[config.mk]
export PLATFORM = sky130hd
export DESIGN_NAME = table_match_sequencer
export DESIGN_NICKNAME = d
export VERILOG_FILES = /design/src/rtl/table_match_sequencer_pkg.sv /design/src/rtl/table_match_sequencer_eq_compare_5b.sv /design/src/rtl/table_match_sequencer.sv
export SDC_FILE = /design/constraint.sdc
export NUM_CORES = 1
export LEC_CHECK = 0
export ABC_CLOCK_PERIOD_IN_PS = 2750
export CAP_MARGIN = 20
export CORE_MARGIN = 3
export CORE_UTILIZATION = 44
export DETAILED_ROUTE_END_ITERATION = 16
export DONT_BUFFER_PORTS = 1
export REMOVE_ABC_BUFFERS = 1
export SLEW_MARGIN = 40
export SYNTH_ARGS = -nofsm -noshare
export SYNTH_HDL_FRONTEND = slang
export SYNTH_SLANG_ARGS = --single-unit
[constraint.sdc]
create_clock -name clk -period 2.75 [get_ports clk]
set_clock_uncertainty 0.05 [all_clocks]
set_input_delay 0.55 -clock clk [delete_from_list [all_inputs] [get_ports clk]]
set_output_delay 0.55 -clock clk [all_outputs]
set_load 0.03 [all_outputs]
[src/rtl/table_match_sequencer_pkg.sv]
// rtl/table_match_sequencer_pkg.sv - shared state encoding and default sizes for the table match sequencer
package table_match_sequencer_pkg;

  localparam int WIDTH_DEF = 5;
  localparam int DEPTH_DEF = 8;
  localparam int IDX_W_DEF = 3;

  typedef enum logic [1:0] {
    S_IDLE   = 2'd0,
    S_SEARCH = 2'd1,
    S_DONE   = 2'd2
  } state_e;

  // Index width needed to address a table of the given depth.
  function automatic int idx_bits(input int depth);
    int b;
    b = 1;
    while ((1 << b) < depth) b++;
    return b;
  endfunction

endpackage

[src/rtl/table_match_sequencer_eq_compare_5b.sv]
// rtl/table_match_sequencer_eq_compare_5b.sv - combinational word equality comparator (per-bit xnor, and-reduce)
module eq_compare_5b #(
  parameter int WIDTH = 5
) (
  input  logic [WIDTH-1:0] a_i,
  input  logic [WIDTH-1:0] b_i,
  output logic             eq_o
);

  logic [WIDTH-1:0] bit_eq;

  assign bit_eq = a_i ~^ b_i;
  assign eq_o   = &bit_eq;

endmodule

[src/rtl/table_match_sequencer.sv]
// rtl/table_match_sequencer.sv - walks a small register table with one shared comparator,
// reporting the first valid entry equal to a latched key.
module table_match_sequencer
  import table_match_sequencer_pkg::*;
#(
  parameter int WIDTH = WIDTH_DEF,
  parameter int DEPTH = DEPTH_DEF,
  parameter int IDX_W = IDX_W_DEF
) (
  input  logic             clk,
  input  logic             reset,
  input  logic             wr_en,
  input  logic [IDX_W-1:0] wr_addr,
  input  logic [WIDTH-1:0] wr_data,
  input  logic             start,
  input  logic [WIDTH-1:0] key,
  output logic             busy,
  output logic             done,
  output logic             found,
  output logic [IDX_W-1:0] match_index
);

  localparam logic [IDX_W-1:0] LAST_IDX = IDX_W'(DEPTH - 1);

  state_e           state_q, state_d;
  logic [IDX_W-1:0] idx_q, idx_d;
  logic [WIDTH-1:0] key_q, key_d;
  logic             found_q, found_d;
  logic [IDX_W-1:0] match_index_q, match_index_d;

  logic [WIDTH-1:0] table_q [DEPTH];
  logic [DEPTH-1:0] valid_q;

  logic [WIDTH-1:0] cur_word;
  logic             eq;
  logic             hit;

  // Table data has no reset; only the valid bits are cleared.
  always_ff @(posedge clk) begin
    if (wr_en) begin
      table_q[wr_addr] <= wr_data;
    end
  end

  always_ff @(posedge clk) begin
    if (reset) begin
      valid_q <= '0;
    end else if (wr_en) begin
      valid_q[wr_addr] <= 1'b1;
    end
  end

  assign cur_word = table_q[idx_q];

  eq_compare_5b #(
    .WIDTH(WIDTH)
  ) u_eq (
    .a_i (cur_word),
    .b_i (key_q),
    .eq_o(eq)
  );

  assign hit = eq & valid_q[idx_q];

  always_comb begin
    state_d       = state_q;
    idx_d         = idx_q;
    key_d         = key_q;
    found_d       = found_q;
    match_index_d = match_index_q;
    unique case (state_q)
      S_IDLE: begin
        if (start) begin
          key_d   = key;
          idx_d   = '0;
          state_d = S_SEARCH;
        end
      end
      S_SEARCH: begin
        if (hit) begin
          found_d       = 1'b1;
          match_index_d = idx_q;
          state_d       = S_DONE;
        end else if (idx_q == LAST_IDX) begin
          found_d       = 1'b0;
          match_index_d = '0;
          state_d       = S_DONE;
        end else begin
          idx_d = idx_q + 1'b1;
        end
      end
      S_DONE: begin
        state_d = S_IDLE;
      end
      default: begin
        state_d = S_IDLE;
      end
    endcase
  end

  always_ff @(posedge clk) begin
    if (reset) begin
      state_q       <= S_IDLE;
      idx_q         <= '0;
      key_q         <= '0;
      found_q       <= 1'b0;
      match_index_q <= '0;
    end else begin
      state_q       <= state_d;
      idx_q         <= idx_d;
      key_q         <= key_d;
      found_q       <= found_d;
      match_index_q <= match_index_d;
    end
  end

  assign busy        = (state_q != S_IDLE);
  assign done        = (state_q == S_DONE);
  assign found       = found_q;
  assign match_index = match_index_q;

endmodule
==> impl_metrics.py, run 1 <==
metrics = {
    "outcome": {
        "status": "finished clean",
    },
    "pwr": {
        "sequentialPowerShare_pct": 58.8,
        "leakage_nw": 0.993,
        "netSwitchingFraction_pct": 22.3,
        "combPwrFrac_pct": 6.8,
        "p_sw_w": 0.000417,
        "pwr-share-clk_pct": 34.3,
        "power_density_mw_per_mm2": 639,
        "p_int_w": 0.00145,
        "vdd_ir_drop_max_uv": 344,
    },
    "setup_path": {
        "crit_path_end_kind": "flip-flop",
        "slowest_stage": "dfxtp_1",
        "start_kind": "flip-flop",
        "cp.arrival_ns": 2.68,
        "r2r_cells": 7,
        "crit_chain": "buf_4 -> mux4_2 -> mux2i_1 -> xnor2_1 -> nor3_1 -> a21oi_2 -> o32ai_1",
        "required_ns": 2.93,
        "critical-path-max-stage-delay_ns": 0.50,
        "crit_type": "reg -> reg",
        "worstPathMaxFanout": 5,
    },
    "place": {
        "gp_congestion": 0.790,
        "dpl_cell_area_mm2": 0.00275,
        "post-dp-hpwl_um": 3390,
        "port_buffers": 0,
    },
    "synthesis": {
        "yosysTopAreaCell": "edfxtp_1",
        "ys_types": 36,
        "ys.flop_type": "edfxtp_1",
        "postSynthAreaPerCell_um2": 14.0,
        "netlist_top_cells_area": "edfxtp_1 45%, dfxtp_1 19%, mux4_2 7.7%, nor2_1 5.0%, mux2i_1 4.9%",
        "synth_most_common_cell": "edfxtp_1",
        "netlist_top_cells_count": "40 x edfxtp_1, 35 x nor2_1, 25 x dfxtp_1",
        "netlist_instances": 189,
        "ys_seq_elements": 65,
        "synth_top_area_share_pct": 45.4,
        "ys_seq_area_share_pct": 64.3,
        "netlist_area_mm2": 0.00265,
        "yosys_warnings": 0,
        "synth_edf_count": 40,
        "synthArstFlopShare_pct": 0,
    },
    "sta": {
        "timing.hold.ws_ns": 0.230,
        "finalCritPeriodShare_pct": 91.0,
        "setup-violations-final": 0,
        "period_needed_ns": 2.50,
        "worstMarginPinSlew_ns": 0.709,
        "rsz0062_at_grt": "no",
        "slew_viol_final": 0,
        "hold_viol": 0,
        "max_freq_ghz": 0.400,
        "slew_headroom_pct": 52.5,
        "fin_setup_tns_ns": 0,
    },
    "finish": {
        "fin_area_mm2": 0.00292,
        "num_antenna_cells": 0,
        "drive_gt1_share_pct": 15.9,
        "utilization_pct": 51.4,
        "final_nets": 221,
        "nFillCells": 484,
        "area_growth_syn_to_layout_pct": 10.3,
    },
    "clock_network": {
        "holdBufCountCts": 0,
        "postCtsSetupRepairBufs": 0,
        "clockBufferDepth": 2,
        "cts_max_level": 3,
        "cts_tree": "done",
        "numCtsBuffers": 9,
        "clk_pin_slew_ns": 0.07,
        "root_buffer": "clkbuf_8",
        "clock_latency_ns": 0.33,
        "cts.repair.resized": 0,
        "clock_sinks": 65,
    },
    "global_routing": {
        "grt_pass1_vias": 1495,
        "groute.usage.overall_pct": 14.7,
        "grt_pass1_wl_um": 7780,
        "grt_max_degree": 26,
        "grt_overflow": 0,
        "antenna_found_initial": 0,
    },
    "hold_path": {
        "worstHoldPathType": "in -> reg",
        "hold_depth": 1,
    },
    "floorplanning": {
        "dieArea_mm2": 0.00698,
        "placementRows": 27,
        "start_util_pct": 46.6,
        "die_h_um": 83.6,
        "io-pin-count": 23,
        "core_area_mm2": 0.00568,
        "die_w_um": 83.6,
    },
    "route": {
        "vias": 1516,
        "wl_per_cell_um": 16.9,
        "vias_per_cell": 5.43,
        "postRouteAntennaNets": 0,
        "drtIter0Drc": 101,
        "drc": 0,
        "first_pass_iters": 4,
        "drt-total-wl_um": 4710,
    },
    "run": {
        "drv_cap": 0,
    },
}
-- logic make-up (layout without fill, tap and decap cells) --
kind of cell	after synthesis	count (layout)	share of synthesized area, %
compound gates	21	21	6.90
xor+xnor	3	3	0.993
fa+ha+maj	2	2	0.945
buf+inv	10	28	1.80
flops	65	65	64.3
mux	24	24	14.0
simple gates	64	64	11.1
-- worst paths after layout --
check / to / from / slack [ns]
worst min register to register: valid_q[6] / valid_q[6] / 0.42
worst max-delay path: flip-flop / flip-flop / 0.25
worst max register to register: flip-flop / flip-flop / 0.25
worst min-delay path: state_q[0] / reset / 0.23
-- final cells by class --
type                            instances  area, µm²  share of cell area [%]
Clock buffer                           11        131                    4.50
Clock inverter                          5       22.5                   0.772
Inverter                                4       15.0                   0.514
Multi-Input combinational cell        114        898                    30.8
Sequential cell                        65       1700                    58.3
Tap cell                               72       90.1                    3.09
Timing Repair Buffer                    8       60.1                    2.06
-- sequential cells by signal (all words and copies together), names as in the netlist, named ones only --
name,cells
match_index,3
valid_q,8
key_q,5
state_q,2
table_q,40
idx_q,3
found,1
-- placed cells by master, fill, tap and decap left out, drive strengths merged, types with 2 or more instances in the layout --
cell / synthesis / routed
edfxtp: 40 / 40
nor2: 35 / 35
dfxtp: 25 / 25
mux2i: 13 / 13
clkbuf: 3 / 11
mux4: 10 / 10
buf: 3 / 8
nand2: 6 / 6
nand2b: 6 / 6
nor2b: 6 / 6
clkinv: 0 / 5
inv: 4 / 4
o32ai: 4 / 4
nor3: 3 / 3
a21o: 3 / 3
xnor2: 3 / 3
o21ai: 3 / 3
a22oi: 2 / 2
nand3: 2 / 2
o2bb2ai: 2 / 2
ha: 2 / 2
-- layer usage --
layer	share of wire [%]	track usage [%]	wire, µm	up-vias
met5	0	0	0	-
met4	1.7	6.14	79	0
met3	6.4	5.82	301	7
met2	47	22.4	2230	41
met1	45	18.7	2100	735
li1	-	-	-	733
-- metrics by stage --
stage	std cells	total power (W)	setup WS [ns]
CTS	277	0.00189	0.139
global route	279	0.00196	0.102
finish	279	0.00187	0.249
floorplan	183	0.00121	0.297
detailed placement	261	0.00125	0.163
global placement	261	0.00124	0.212
-- critical path, delay by kind of cell, from the launching register on --
family          cells  cell delay, ns
buf+inv             1            0.21
mux                 2            0.70
xor+xnor            1            0.14
flops               1            0.50
compound gates      2            0.42
simple gates        1            0.39
-- power groups by stage --
stage,Sequential (W),Clock [W],Combinational (W)
after floorplan,0.00112,0,0.0000986
after detailed placement,0.00112,0,0.000128
after global placement,0.00112,0,0.000126
after CTS,0.00110,0.000662,0.000129
final,0.00110,0.000640,0.000128
after global routing,0.00110,0.000719,0.000141
Power figures use the tool's default switching activity.
==> inputs of run 2 (changes only) <==
--- a/config.mk
+++ b/config.mk
@@ -8,9 +8,10 @@
 export ABC_CLOCK_PERIOD_IN_PS = 2750
 export CAP_MARGIN = 20
 export CORE_MARGIN = 3
-export CORE_UTILIZATION = 44
+export CORE_UTILIZATION = 62
 export DETAILED_ROUTE_END_ITERATION = 16
 export DONT_BUFFER_PORTS = 1
+export PLACE_DENSITY_LB_ADDON = 0.08
 export REMOVE_ABC_BUFFERS = 1
 export SLEW_MARGIN = 40
 export SYNTH_ARGS = -nofsm -noshare
==> impl_metrics.py, run 2 (synthesized netlist as in run 1, its figures left out) <==
metrics = {
    "global_routing": {
        "grt_overflow": 0,
        "grt_pass1_vias": 1545,
        "groute.usage.overall_pct": 20.7,
        "grt_max_degree": 26,
        "grt_pass1_wl_um": 7760,
        "antenna_found_initial": 0,
    },
    "floorplanning": {
        "start_util_pct": 65.2,
        "die_w_um": 71.3,
        "placementRows": 23,
        "core_area_mm2": 0.00406,
        "die_h_um": 71.3,
        "io-pin-count": 23,
        "dieArea_mm2": 0.00509,
    },
    "setup_path": {
        "crit_path_end_kind": "flip-flop",
        "r2r_setup_slack_ns": 0.24,
        "start_kind": "flip-flop",
        "required_ns": 2.95,
        "cp.arrival_ns": 2.71,
        "worstPathMaxFanout": 7,
        "crit_type": "reg -> reg",
    },
    "route": {
        "vias": 1533,
        "postRouteAntennaNets": 0,
        "first_pass_iters": 4,
        "vias_per_cell": 6.04,
        "drtIter0Drc": 126,
        "drc": 0,
        "wl_per_cell_um": 18.6,
        "drt-total-wl_um": 4730,
    },
    "finish": {
        "regMostFlops": "table_q",
        "multi_input_area_um2": 903,
        "nFillCells": 264,
        "layout_common_cells": "40 x edfxtp_1, 35 x nor2_1, 25 x dfxtp_1, 13 x mux2i_1",
        "drive_gt1_share_pct": 14.2,
        "regArea_mm2": 0.00170,
        "largest_register_ffs": 40,
        "final_nets": 218,
        "top_regs": "table_q (40), valid_q (8), key_q (5)",
        "num_antenna_cells": 0,
        "area_growth_syn_to_layout_pct": 8.46,
        "utilization_pct": 70.8,
        "mostFrequentLayoutCell": "edfxtp_1",
    },
    "clock_network": {
        "clockBufferDepth": 2,
        "numCtsBuffers": 9,
        "clk_pin_slew_ns": 0.06,
        "root_buffer": "clkbuf_8",
        "clock_latency_ns": 0.33,
        "cts_max_level": 3,
        "cts_tree": "done",
        "clock_sinks": 65,
    },
    "sta": {
        "slew_viol_final": 0,
        "setup-violations-final": 0,
        "slew_headroom_pct": 53.2,
        "finalCritPeriodShare_pct": 91.1,
        "rsz0062_at_grt": "no",
        "fin_setup_tns_ns": 0,
        "worstMarginPinSlew_ns": 0.699,
        "hold_viol": 0,
        "postLayoutSetupSlackWorst_ns": 0.244,
        "max_freq_ghz": 0.399,
        "period_needed_ns": 2.51,
    },
    "pwr": {
        "vdd_ir_drop_max_uv": 476,
        "leakage_nw": 0.972,
        "power_density_mw_per_mm2": 649,
    },
    "place": {
        "post-dp-hpwl_um": 3410,
        "gp_congestion": 0.934,
        "port_buffers": 0,
        "place_worst_setup_slack_ns": 0.167,
    },
    "hold_path": {
        "worstHoldPathType": "in -> reg",
    },
    "run": {
        "drv_cap": 0,
    },
    "outcome": {
        "status": "finished clean",
    },
}
## run 2: final cells by class
class / count / area share (%)
clock inverter: 1 / 0.174
inverter: 4 / 0.523
sequential: 65 / 59.3
multi-input combinational: 114 / 31.5
timing repair buffer: 5 / 1.31
tap: 50 / 2.18
clock buffer: 15 / 5.10
## run 2: timing repair
item                                    4_1_cts  5_1_grt
endpoints found under the setup margin        0        4
hold buffers                                  0        0
gates resized for setup                       0        1
buffers inserted                              0        1
## run 2: worst paths after layout
check | from | endpoint | depth (start not counted)
worst max-delay path | flip-flop | match_index[1] | 7
worst min-delay path | reset | valid_q[6] | 1
worst max register to register | flip-flop | match_index[1] | 7
worst min register to register | valid_q[0] | valid_q[0] | 2
## run 2: power breakdown
| group | switching [W] | internal, W | total, W |
|---|---|---|---|
| Combinational | 0.0000692 | 0.0000601 | 0.000129 |
| Sequential | 0.0000278 | 0.00107 | 0.00110 |
| Clock | 0.000306 | 0.000328 | 0.000634 |
## run 2: critical path: stages (launching register included)
cell and delay (ns):
dfxtp_1 0.48, buf_4 0.24, mux4_2 0.52, mux2i_1 0.20
xnor2_1 0.26, nor3_2 0.13, a221oi_1 0.39, o2bb2ai_1 0.17
## run 2: stage by stage
stage          std cells  instance area, µm²  power (W)  hold slack, ns
5_1_grt              254                2870    0.00194           0.222
3_5_place_dp         237                2710    0.00125           0.410
3_3_place_gp         237                2710    0.00124           0.397
6_report             254                2870    0.00186           0.234
4_1_cts              253                2860    0.00188           0.223
2_1_floorplan        183                2620    0.00121           0.385
## run 2: routing by layer
metal	vias to the layer above	wire length [µm]	share of wire (%)	global-route usage, %
met3	9	351	7.4	6.45
met4	0	63	1.3	9.39
met1	744	1980	42	27.3
li1	726	-	-	-
met5	-	0	0	0
met2	54	2340	49	31.7
==> inputs of run 3 (changes only) <==
--- a/config.mk
+++ b/config.mk
@@ -9,6 +9,7 @@
 export CAP_MARGIN = 20
 export CORE_MARGIN = 3
 export CORE_UTILIZATION = 62
+export CTS_CLUSTER_DIAMETER = 150
 export DETAILED_ROUTE_END_ITERATION = 16
 export DONT_BUFFER_PORTS = 1
 export PLACE_DENSITY_LB_ADDON = 0.08
==> results of run 3 <==
Same layout as run 2: the final DEF is identical, and so are final timing and power.
==> RTL edit, RTL diff (flow settings as in run 3) <==
Register the inputs `wr_en`, `wr_addr`, `wr_data`, `start` and `key` before use, without a reset. The logic sees them one clock later.
--- a/src/rtl/table_match_sequencer.sv
+++ b/src/rtl/table_match_sequencer.sv
@@ -24,2 +24,16 @@
 
+  logic wr_en_q;
+  logic [IDX_W-1:0] wr_addr_q;
+  logic [WIDTH-1:0] wr_data_q;
+  logic start_q;
+  logic [WIDTH-1:0] key_r;
+
+  always_ff @(posedge clk) begin
+    wr_en_q   <= wr_en;
+    wr_addr_q <= wr_addr;
+    wr_data_q <= wr_data;
+    start_q   <= start;
+    key_r     <= key;
+  end
+
   state_e           state_q, state_d;
@@ -39,4 +53,4 @@
   always_ff @(posedge clk) begin
-    if (wr_en) begin
-      table_q[wr_addr] <= wr_data;
+    if (wr_en_q) begin
+      table_q[wr_addr_q] <= wr_data_q;
     end
@@ -47,4 +61,4 @@
       valid_q <= '0;
-    end else if (wr_en) begin
-      valid_q[wr_addr] <= 1'b1;
+    end else if (wr_en_q) begin
+      valid_q[wr_addr_q] <= 1'b1;
     end
@@ -72,4 +86,4 @@
       S_IDLE: begin
-        if (start) begin
-          key_d   = key;
+        if (start_q) begin
+          key_d   = key_r;
           idx_d   = '0;
Check against the original RTL: not equivalent (a bounded check fails within 4 cycles, from zero or initial values and one cycle with reset high).
==> RTL edit against run 3 <==
Final area grew 10%; sequential cell count grew 15; routed wire length shrank 0.25%; area after synthesis grew 12%; total power grew 20%; setup slack gained 200 ps; via count shrank 0.52%; combinational power shrank 9%; die area grew 11%; highest routed layer unchanged.
==> RTL edit: results (changes against run 3) <==
* Status: completed
* Fin crit period at 2310 ps (-198 ps)
* Critical path launch point type: flop
* Layout cells sized above 1 at 13.2% (-1.0 points)
* Comb_multi_in at 119 (+4.4%)
* CP max stage delay at 470 ps (-50 ps)
* Hpwl dp at 3270 um (-4.1%)
* Buffers, non-clock at 4 (-1)
* GRT Overall Usage at 20.0% (-0.70 points)
* Power density over the cells at 705 nW/um2 (+8.7%)
* VDD IR max at 462 uV (-2.8%)
* Arr. time, crit path at 2490 ps (-220 ps)
* Sink Count at 80 (+23%)
* Non-clock buffer share at 0.947% (-0.36 points)
* Filler cells at 321 (+22%)
* Port buffer count at 0 (unchanged)
* Multi-input combinational area share at 28.0% (-3.5 points)
* Area Overhead vs Synth at 7.29%
* First-pass GRT wire length at 7610 um (-1.9%)
* Area post-placement at 2990 um2 (+10%)
* Commonest cells post-synth: 40 x dfxtp_1, 40 x edfxtp_1, 25 x nor2_1
* Final WL at 4720 um (-0.25%)
* Setup slack, reg-to-reg at 440 ps (+200 ps)
* Place WS at 446 ps (+278 ps)
* Inverters excl. clock at 1 (-3)
* Post-synth cell types at 25 (-31%)
* Pleak at 1.12 nW (+15%)
* Vias in the first global route at 1503 (-2.7%)
* Layout clock area frac at 5.72% (+0.45 points)
* Vias per std cell at 5.61 (-7.1%)
* Global placer's final weighted congestion at 0.793 (-15%)
* # clk buffers at 12 (-3)
* Register area at 2000 um2 (+18%)
* Worst Path Max Fanout at 14 (+7)
* Top Registers: table_q (40), valid_q (8)
* Max-Slew Margin vs Limit at 51.3% (-2.0 points)
* Fin nets at 234 (+7.3%)
* Register area share after synthesis at 67.8% (+3.5 points)
* Ys async rst share at 0% (unchanged)
* Delay-heaviest family, CP: multiplexers
## RTL edit: per-layer routing
layer	track usage, %	share of wire, %	vias to the layer above
met5	0	0	-
met1	26.3	46	738
met2	29.6	49	29
met3	7.61	3.2	8
li1	-	-	750
met4	9.49	1.4	0
## RTL edit: through the flow
| stage | power (mW) | hold WS, ps | cells |
|---|---|---|---|
| floorplan | 1.43 | 361 | 200 |
| global placement | 1.46 | 371 | 256 |
| detailed placement | 1.47 | 379 | 256 |
| CTS | 2.25 | 157 | 272 |
| global route | 2.33 | 145 | 272 |
| finish | 2.23 | 177 | 272 |
## RTL edit: worst min path at each step
| stage | start | end | depth (start not counted) |
|---|---|---|---|
| 2_1_floorplan | key_r[0] | key_q[0] | 2 |
| 3_3_place_gp | key_r[1] | key_q[1] | 2 |
| 3_5_place_dp | key_r[1] | key_q[1] | 2 |
| 4_1_cts | key[2] | key_r[2] | 0 |
| 5_1_grt | key[1] | key_r[1] | 0 |
| 6_report | wr_addr[2] | wr_addr_q[2] | 0 |
## RTL edit: cell families (layout without fill, tap and decap cells)
kind of cell | count (synthesis) | after routing | share of synthesized area, %
flops | 80 | 80 | 67.8
fa+ha+maj | 2 | 2 | 0.847
simple gates | 64 | 64 | 10.0
buf+inv | 7 | 21 | 2.20
compound gates | 14 | 14 | 2.84
xor+xnor | 5 | 5 | 1.48
mux | 34 | 34 | 14.9
## RTL edit: worst register-to-register path, cell delays in order, from the launching register on
cell and delay, ps:
dfxtp_1 320, buf_4 240, mux2i_1 120, mux4_2 470
xor2_1 180, nand4_2 160, o21a_1 330, mux2_4 330
## RTL edit: report_power, final
group / internal (mW) / total, mW / switching (mW)
Combinational: 0.0549 / 0.117 / 0.0617
Sequential: 1.30 / 1.32 / 0.0268
Clock: 0.418 / 0.794 / 0.376
Total: 1.77 / 2.23 / 0.465
